--- src/rtl/apb_conf_bridge_pkg.sv ---
// Shared widths, request type and issue-FSM encoding for the APB-to-confBus bridge.
`ifndef W_APB_ADDR
`define W_APB_ADDR 16
`endif
`ifndef W_APB_DATA
`define W_APB_DATA 32
`endif
`ifndef W_CONF_OFFS
`define W_CONF_OFFS 8
`endif
`ifndef W_CONF_DATA
`define W_CONF_DATA 32
`endif
`ifndef NUM_ANA_IPS
`define NUM_ANA_IPS 8
`endif
`ifndef NUM_ANA_CHS
`define NUM_ANA_CHS 8
`endif

package conf_bridge_pkg;
    localparam int APB_AW  = `W_APB_ADDR;
    localparam int APB_DW  = `W_APB_DATA;
    localparam int SEL_LSB = `W_CONF_OFFS + 2;
    localparam int SEL_W   = APB_AW - SEL_LSB;

    localparam logic [5:0] BCAST_SEL = 6'h3F;
    localparam logic [5:0] STAT_SEL  = 6'h3E;

    // Channel selectors live in a window starting at 32, after the IP selectors.
    localparam logic [6:0] IPS_END = 7'(`NUM_ANA_IPS);
    localparam logic [6:0] CH_BASE = 7'd32;
    localparam logic [6:0] CH_END  = 7'(32 + `NUM_ANA_CHS);

    typedef struct packed {
        logic [APB_AW-1:0] addr;
        logic [APB_DW-1:0] data;
        logic              bcast;
    } conf_req_t;

    typedef enum logic [1:0] {
        IDLE    = 2'd0,
        PRESENT = 2'd1,
        GAP     = 2'd2
    } issue_state_t;

    function automatic logic sel_is_legal(input logic [SEL_W-1:0] sel,
                                          input logic [SEL_W-1:0] bcast_sel);
        logic [6:0] s;
        s = 7'(sel);
        return (s < IPS_END) || ((s >= CH_BASE) && (s < CH_END)) || (sel == bcast_sel);
    endfunction
endpackage

--- src/rtl/apb_conf_bridge_if.sv ---
// APB slave port plus confBus request port of the bridge, bundled in one interface.
interface apb_conf_bridge_if;
    import conf_bridge_pkg::*;

    logic [APB_AW-1:0] PADDR;
    logic [APB_DW-1:0] PWDATA;
    logic              PWRITE;
    logic              PSEL;
    logic              PENABLE;
    logic [APB_DW-1:0] PRDATA;
    logic              PREADY;
    logic              PSLVERR;

    logic [APB_AW-1:0] conf_address_o;
    logic [APB_DW-1:0] conf_data_o;
    logic              conf_write_o;
    logic              conf_broadcast_o;
    logic              conf_data_valid_o;
    logic              conf_block_ready_i;

    modport slave (
        input  PADDR, PWDATA, PWRITE, PSEL, PENABLE, conf_block_ready_i,
        output PRDATA, PREADY, PSLVERR,
        output conf_address_o, conf_data_o, conf_write_o, conf_broadcast_o, conf_data_valid_o
    );

    modport master (
        output PADDR, PWDATA, PWRITE, PSEL, PENABLE, conf_block_ready_i,
        input  PRDATA, PREADY, PSLVERR,
        input  conf_address_o, conf_data_o, conf_write_o, conf_broadcast_o, conf_data_valid_o
    );
endinterface

--- src/rtl/conf_req_fifo.sv ---
// Synchronous request FIFO; head_o shows the oldest entry whenever empty_o is low.
module conf_req_fifo
    import conf_bridge_pkg::*;
#(
    parameter int DEPTH = 4
) (
    input  logic                     clk,
    input  logic                     rst_n,
    input  logic                     push_i,
    input  logic                     pop_i,
    input  conf_req_t                data_i,
    output conf_req_t                head_o,
    output logic                     full_o,
    output logic                     empty_o,
    output logic [$clog2(DEPTH):0]   level_o
);
    localparam int PW    = $clog2(DEPTH);
    localparam int LVL_W = PW + 1;

    conf_req_t        mem_q [DEPTH];
    logic [PW-1:0]    wr_q;
    logic [PW-1:0]    rd_q;
    logic [LVL_W-1:0] level_q;

    // Storage array; contents need no reset because level gates visibility.
    always_ff @(posedge clk) begin
        if (push_i) begin
            mem_q[wr_q] <= data_i;
        end
    end

    // Pointers wrap naturally at the power-of-two depth.
    always_ff @(posedge clk or negedge rst_n) begin
        if (!rst_n) begin
            wr_q    <= '0;
            rd_q    <= '0;
            level_q <= '0;
        end else begin
            if (push_i) begin
                wr_q <= wr_q + PW'(1);
            end
            if (pop_i) begin
                rd_q <= rd_q + PW'(1);
            end
            case ({push_i, pop_i})
                2'b10:   level_q <= level_q + LVL_W'(1);
                2'b01:   level_q <= level_q - LVL_W'(1);
                default: level_q <= level_q;
            endcase
        end
    end

    assign head_o  = mem_q[rd_q];
    assign full_o  = (level_q == LVL_W'(DEPTH));
    assign empty_o = (level_q == LVL_W'(0));
    assign level_o = level_q;
endmodule

--- src/rtl/apb_conf_bridge.sv ---
// APB slave that queues legal writes and replays them over the confBus request
// handshake, leaving GAP_CYC idle cycles after each accept for the master's sequence.
module apb_conf_bridge #(
    parameter int                                DEPTH     = 4,
    parameter int                                GAP_CYC   = 3,
    parameter logic [conf_bridge_pkg::SEL_W-1:0] BCAST_SEL = conf_bridge_pkg::BCAST_SEL,
    parameter logic [conf_bridge_pkg::SEL_W-1:0] STAT_SEL  = conf_bridge_pkg::STAT_SEL
) (
    input logic               clk,
    input logic               rst_n,
    apb_conf_bridge_if.slave  bus
);
    import conf_bridge_pkg::*;

    localparam int LVL_W = $clog2(DEPTH) + 1;
    localparam int CNT_W = $clog2(GAP_CYC + 1);

    logic [SEL_W-1:0]  sel_s;
    logic              access_s;
    logic              legal_s;
    logic              push_s;
    logic              pop_s;
    logic              full_s;
    logic              empty_s;
    logic              avail_s;
    logic              busy_s;
    logic [LVL_W-1:0]  level_s;
    logic [APB_DW-1:0] status_s;
    conf_req_t         in_req_s;
    conf_req_t         head_s;
    conf_req_t         next_req_s;
    conf_req_t         req_q;
    conf_req_t         req_d;
    issue_state_t      state_q;
    issue_state_t      state_d;
    logic [CNT_W-1:0]  cnt_q;
    logic [CNT_W-1:0]  cnt_d;
    logic              valid_q;
    logic              valid_d;

    assign sel_s    = bus.PADDR[APB_AW-1:SEL_LSB];
    assign access_s = bus.PSEL & bus.PENABLE;
    assign legal_s  = sel_is_legal(sel_s, BCAST_SEL);
    assign push_s   = access_s & bus.PWRITE & legal_s & ~full_s;
    assign pop_s    = valid_q & bus.conf_block_ready_i;
    assign in_req_s = '{addr: bus.PADDR, data: bus.PWDATA, bcast: (sel_s == BCAST_SEL)};
    // A push into an empty FIFO is forwarded straight to the output registers.
    assign avail_s    = ~empty_s | push_s;
    assign next_req_s = empty_s ? in_req_s : head_s;
    assign busy_s     = ~empty_s | valid_q | (state_q == GAP);

    conf_req_fifo #(.DEPTH(DEPTH)) u_fifo (
        .clk     (clk),
        .rst_n   (rst_n),
        .push_i  (push_s),
        .pop_i   (pop_s),
        .data_i  (in_req_s),
        .head_o  (head_s),
        .full_o  (full_s),
        .empty_o (empty_s),
        .level_o (level_s)
    );

    // Status register image.
    always_comb begin
        status_s       = '0;
        status_s[15:8] = 8'(level_s);
        status_s[1]    = full_s;
        status_s[0]    = busy_s;
    end

    // APB response; PREADY only ever looks at the registered FIFO level.
    always_comb begin
        bus.PRDATA  = '0;
        bus.PREADY  = 1'b0;
        bus.PSLVERR = 1'b0;
        if (access_s) begin
            if (bus.PWRITE && legal_s) begin
                bus.PREADY = ~full_s;
            end else if (!bus.PWRITE && (sel_s == STAT_SEL)) begin
                bus.PREADY = 1'b1;
                bus.PRDATA = status_s;
            end else begin
                bus.PREADY  = 1'b1;
                bus.PSLVERR = 1'b1;
            end
        end else begin
            bus.PREADY = 1'b0;
        end
    end

    // Issue FSM next state and next output register values.
    always_comb begin
        state_d = state_q;
        cnt_d   = cnt_q;
        valid_d = 1'b0;
        req_d   = req_q;
        case (state_q)
            IDLE: begin
                if (avail_s) begin
                    state_d = PRESENT;
                    valid_d = 1'b1;
                    req_d   = next_req_s;
                end else begin
                    state_d = IDLE;
                end
            end
            PRESENT: begin
                if (pop_s) begin
                    state_d = GAP;
                    cnt_d   = CNT_W'(GAP_CYC);
                    valid_d = 1'b0;
                end else begin
                    state_d = PRESENT;
                    valid_d = 1'b1;
                end
            end
            GAP: begin
                if (cnt_q == CNT_W'(1)) begin
                    if (avail_s) begin
                        state_d = PRESENT;
                        valid_d = 1'b1;
                        req_d   = next_req_s;
                    end else begin
                        state_d = IDLE;
                    end
                end else begin
                    cnt_d = cnt_q - CNT_W'(1);
                end
            end
            default: begin
                state_d = IDLE;
            end
        endcase
    end

    // Issue FSM state, gap counter and registered request outputs.
    always_ff @(posedge clk or negedge rst_n) begin
        if (!rst_n) begin
            state_q <= IDLE;
            cnt_q   <= '0;
            valid_q <= 1'b0;
            req_q   <= '0;
        end else begin
            state_q <= state_d;
            cnt_q   <= cnt_d;
            valid_q <= valid_d;
            req_q   <= req_d;
        end
    end

    assign bus.conf_address_o    = req_q.addr;
    assign bus.conf_data_o       = req_q.data;
    assign bus.conf_broadcast_o  = req_q.bcast;
    assign bus.conf_write_o      = valid_q;
    assign bus.conf_data_valid_o = valid_q;
endmodule

--- src/flat_wrapper.sv ---
// flat-port wrapper written by rule: the top's interface ports become plain ports
module apb_conf_bridge_flat import conf_bridge_pkg::*;
#(
    parameter int                                DEPTH     = 4,
    parameter int                                GAP_CYC   = 3,
    parameter logic [conf_bridge_pkg::SEL_W-1:0] BCAST_SEL = conf_bridge_pkg::BCAST_SEL,
    parameter logic [conf_bridge_pkg::SEL_W-1:0] STAT_SEL  = conf_bridge_pkg::STAT_SEL
)
  (clk, rst_n, bus_PADDR, bus_PWDATA, bus_PWRITE, bus_PSEL, bus_PENABLE, bus_conf_block_ready_i, bus_PRDATA, bus_PREADY, bus_PSLVERR, bus_conf_address_o, bus_conf_data_o, bus_conf_write_o, bus_conf_broadcast_o, bus_conf_data_valid_o);
  apb_conf_bridge_if bus_i ();
  input logic clk;
  input logic rst_n;
  input wire logic [$bits(bus_i.PADDR)-1:0] bus_PADDR;
  input wire logic [$bits(bus_i.PWDATA)-1:0] bus_PWDATA;
  input wire logic [$bits(bus_i.PWRITE)-1:0] bus_PWRITE;
  input wire logic [$bits(bus_i.PSEL)-1:0] bus_PSEL;
  input wire logic [$bits(bus_i.PENABLE)-1:0] bus_PENABLE;
  input wire logic [$bits(bus_i.conf_block_ready_i)-1:0] bus_conf_block_ready_i;
  output wire logic [$bits(bus_i.PRDATA)-1:0] bus_PRDATA;
  output wire logic [$bits(bus_i.PREADY)-1:0] bus_PREADY;
  output wire logic [$bits(bus_i.PSLVERR)-1:0] bus_PSLVERR;
  output wire logic [$bits(bus_i.conf_address_o)-1:0] bus_conf_address_o;
  output wire logic [$bits(bus_i.conf_data_o)-1:0] bus_conf_data_o;
  output wire logic [$bits(bus_i.conf_write_o)-1:0] bus_conf_write_o;
  output wire logic [$bits(bus_i.conf_broadcast_o)-1:0] bus_conf_broadcast_o;
  output wire logic [$bits(bus_i.conf_data_valid_o)-1:0] bus_conf_data_valid_o;
  assign bus_i.PADDR = bus_PADDR;
  assign bus_i.PWDATA = bus_PWDATA;
  assign bus_i.PWRITE = bus_PWRITE;
  assign bus_i.PSEL = bus_PSEL;
  assign bus_i.PENABLE = bus_PENABLE;
  assign bus_i.conf_block_ready_i = bus_conf_block_ready_i;
  assign bus_PRDATA = bus_i.PRDATA;
  assign bus_PREADY = bus_i.PREADY;
  assign bus_PSLVERR = bus_i.PSLVERR;
  assign bus_conf_address_o = bus_i.conf_address_o;
  assign bus_conf_data_o = bus_i.conf_data_o;
  assign bus_conf_write_o = bus_i.conf_write_o;
  assign bus_conf_broadcast_o = bus_i.conf_broadcast_o;
  assign bus_conf_data_valid_o = bus_i.conf_data_valid_o;
  apb_conf_bridge #(.DEPTH(DEPTH), .GAP_CYC(GAP_CYC), .BCAST_SEL(BCAST_SEL), .STAT_SEL(STAT_SEL)) u_core (.clk(clk), .rst_n(rst_n), .bus(bus_i));
endmodule
--- config.mk ---
export PLATFORM = sky130hd
export DESIGN_NAME = apb_conf_bridge_flat
export DESIGN_NICKNAME = d
export VERILOG_FILES = /design/src/rtl/apb_conf_bridge_pkg.sv /design/src/rtl/apb_conf_bridge_if.sv /design/src/rtl/conf_req_fifo.sv /design/src/rtl/apb_conf_bridge.sv /design/src/flat_wrapper.sv
export SDC_FILE = /design/constraint.sdc
export NUM_CORES = 1
export LEC_CHECK = 0
export CAP_MARGIN = 20
export CORE_UTILIZATION = 45
export DETAILED_ROUTE_END_ITERATION = 10
export GPL_TIMING_DRIVEN = 1
export MAX_ROUTING_LAYER = met4
export PLACE_DENSITY = 0.67
export REMOVE_ABC_BUFFERS = 1
export SLEW_MARGIN = 20
export SYNTH_ARGS = -nofsm -noshare
export SYNTH_HDL_FRONTEND = slang
export SYNTH_HIERARCHICAL = 1
export SYNTH_SLANG_ARGS = --single-unit
--- constraint.sdc ---
create_clock -name clk -period 4.5 [get_ports clk]
set_input_delay 0.675 -clock clk [delete_from_list [all_inputs] [get_ports clk]]
set_output_delay 0.675 -clock clk [all_outputs]
set_load 0.05 [all_outputs]
==> out/qor.yml <==
netlist_instances: 592
rows: 55
final_nets: 762
p_seq_share_pct: 36.9
setup_violations: 0
area_growth_pct: 19.4
routedWlPerCell_um: 19.9
wl_mm: 20.6
layout-drive-gt1-share_pct: 17.2
grt_pass1_wl_mm: 32.6
die-height_um: 156
worst_ep_required_time_ps: 3830
cts_setup_buffers: 0
drv_cap: 0
setup_tns_ps: 0
gp_congestion: 0.777
cts_buffer_depth: 3
fin_ws_ps: 689
grt_max_degree: 62
reg2reg_setup_slack_ps: 1680
hold_viol_final: 0
synth_edf_count: 196
dieArea_mm2: 0.0243
postCtsResizedCells: 0
start_util_pct: 46.5
cts_tree: "yes"
fmax_mhz: 262
ir_drop_mv: 0.418
pre_cts_slack_ps: 692
layout_common_cells: "edfxtp_1 (196), clkdlybuf4s50_1 (110), dfrtp_1 (59), mux4_2 (48)"
cp_max_fo: 7
antenna_left: 0
dp_cells: 985
synth.avg_cell_area_um2: 18.0
layout_commonest_cell: "edfxtp_1"
critPathLaunchType: "input port"
worst_slew_pin_slew_ps: 980
ctsHoldBuffers: 0
grt_overflow: 0
slew_headroom_pct: 34.6
drtPass1Iterations: 4
synth_cell_types: 40
setup.worst_path.end_class: "output pin"
cts_sinks: 257
dieWidth_um: 156
arrival_ps: 3140
rsz0062_at_grt: "no"
swShare_pct: 36.7
power.switching_uw: 3170
drt_iter0_markers: 367
outcome: "complete, no violations"
finalPower_uw: 8640
finalCritPeriodShare_pct: 84.7
grt_antenna_before_repair: 1
insertion_delay_ps: 520
drv_slew: 0
internal_power_uw: 5470
final_cell_area_mm2: 0.0127
ys.flop_type: "edfxtp_1"
seq_area_frac_synth_pct: 69.5
routed_via_density: 5.45
drc: 0
cts_made_buffers: 26
place_area_mm2: 0.0119
synth-seq-cells: 257
vias: 5638
fin_cells: 1035
crit_type: "input port to output pin"
io-pin-count: 139
rr_endpoint: "u_core/u_fifo/mem_q[1][7]"
hpwl_mm: 12.5
synth.cell_area_mm2: 0.0107
power_per_cell_area_mw_per_mm2: 679
power_leakage_uw: 0.00433
port-buffer-count: 111
min_path_type: "input port to async pin"
rr_worst_depth: 6
h-tree-depth: 1
comb_power_share_pct: 38.6
cts_root_buffer: "clkbuf_16"
grt_pass1_vias: 5809
async_reset_ff_share_pct: 23.7
fin_crit_ps: 3810
fin_worst_skew_ps: 11.0
path_clk_slew_ps: 60
p_clk_share_pct: 24.5
grt_usage_pct: 18.1
regToRegStartpoint: "u_core/u_fifo/level_o[0]"
ys_warn_count: 6
core-area_mm2: 0.0229
-- state kept, by name, indices dropped and copies added, names as in the netlist --
name	flops
u_core/u_fifo/mem_q	196
u_core/bus.conf_data_o	32
u_core/bus.conf_address_o	16
u_core/u_fifo/level_o	3
u_core/cnt_q	2
u_core/state_q	2
u_core/u_fifo/rd_q	2
u_core/u_fifo/wr_q	2
u_core/bus.conf_broadcast_o	1
u_core/bus.conf_data_valid_o	1
-- worst max-delay path by stage --
stage,cells after the start,endpoint,start
6_report,6,bus_PRDATA[0],bus_PADDR[13]
5_1_grt,6,bus_PRDATA[0],bus_PADDR[13]
3_3_place_gp,6,bus_PRDATA[0],bus_PADDR[13]
3_5_place_dp,6,bus_PRDATA[0],bus_PADDR[13]
4_1_cts,6,bus_PRDATA[0],bus_PADDR[13]
2_1_floorplan,4,u_core/bus.conf_address_o[10],u_core/u_fifo/level_o[2]
-- power groups by stage --
stage	sequential, uW	combinational, uW	clock (uW)
global route	3240	3570	2270
finish	3190	3330	2120
CTS	3280	3270	2180
global placement	3310	3210	0
detailed placement	3320	3250	0
floorplan	4020	1600	0
-- critical path, stage by stage --
cell             delay (ps)
clkdlybuf4s50_1         580
and3_1                  270
nand3_1                 130
nor4_2                  450
o31a_1                  230
clkdlybuf4s50_1         800
-- routing by layer --
metal	global-route usage, %	wire (um)	vias to the layer above	share of wire [%]
li1	-	-	2530	-
met1	24.0	9030	2894	44
met2	29.1	9950	190	48
met3	3.64	1380	24	6.7
met4	3.50	218	0	1.1
met5	-	0	-	0
-- per-stage QoR --
stage | hold WS (ps) | utilization [%]
after floorplan | 379 | -
after global placement | 492 | 51.7
after detailed placement | 491 | 51.7
after CTS | 280 | 55.5
after global routing | 292 | 55.6
final | 243 | 55.6
-- cells by family (layout without fill, tap and decap cells) --
family / after synthesis / count (layout) / share of synthesized area [%]
muxes: 98 / 98 / 15.0
and+or+nand+nor: 33 / 33 / 1.96
other: 1 / 28 / 0.0352
DFF: 257 / 257 / 69.5
AOI/OAI and AO/OA: 112 / 112 / 6.67
buffers and inverters: 77 / 180 / 5.35
adders and majority gates: 7 / 7 / 0.892
xor gates and xnor gates: 7 / 7 / 0.575
-- final cells by class --
cell class / instances / area [um^2]
flip-flops and latches: 257 / 7420
multi-input cells: 284 / 2790
diodes: 1 / 2.50
repair buffers: 122 / 1240
well taps: 313 / 392
clock buffers: 37 / 743
clock inverters: 11 / 111
fillers: 1740 / 10200
inverters: 10 / 37.5
-- synth_stat cells (all sizes together) (6+ instances only) --
| library cell | n | area [um^2] |
|---|---|---|
| inv | 10 | 37.5 |
| buf | 64 | 522 |
| mux2i | 47 | 470 |
| o21ai | 7 | 35.0 |
| nand2 | 8 | 30.0 |
| mux4 | 49 | 1110 |
| a31oi | 47 | 294 |
| edfxtp | 196 | 5890 |
| and2 | 10 | 62.6 |
| dfrtp | 61 | 1530 |
| a21oi | 50 | 288 |
| ha | 6 | 75.1 |
No activity file was read; power rests on OpenSTA's default activity.
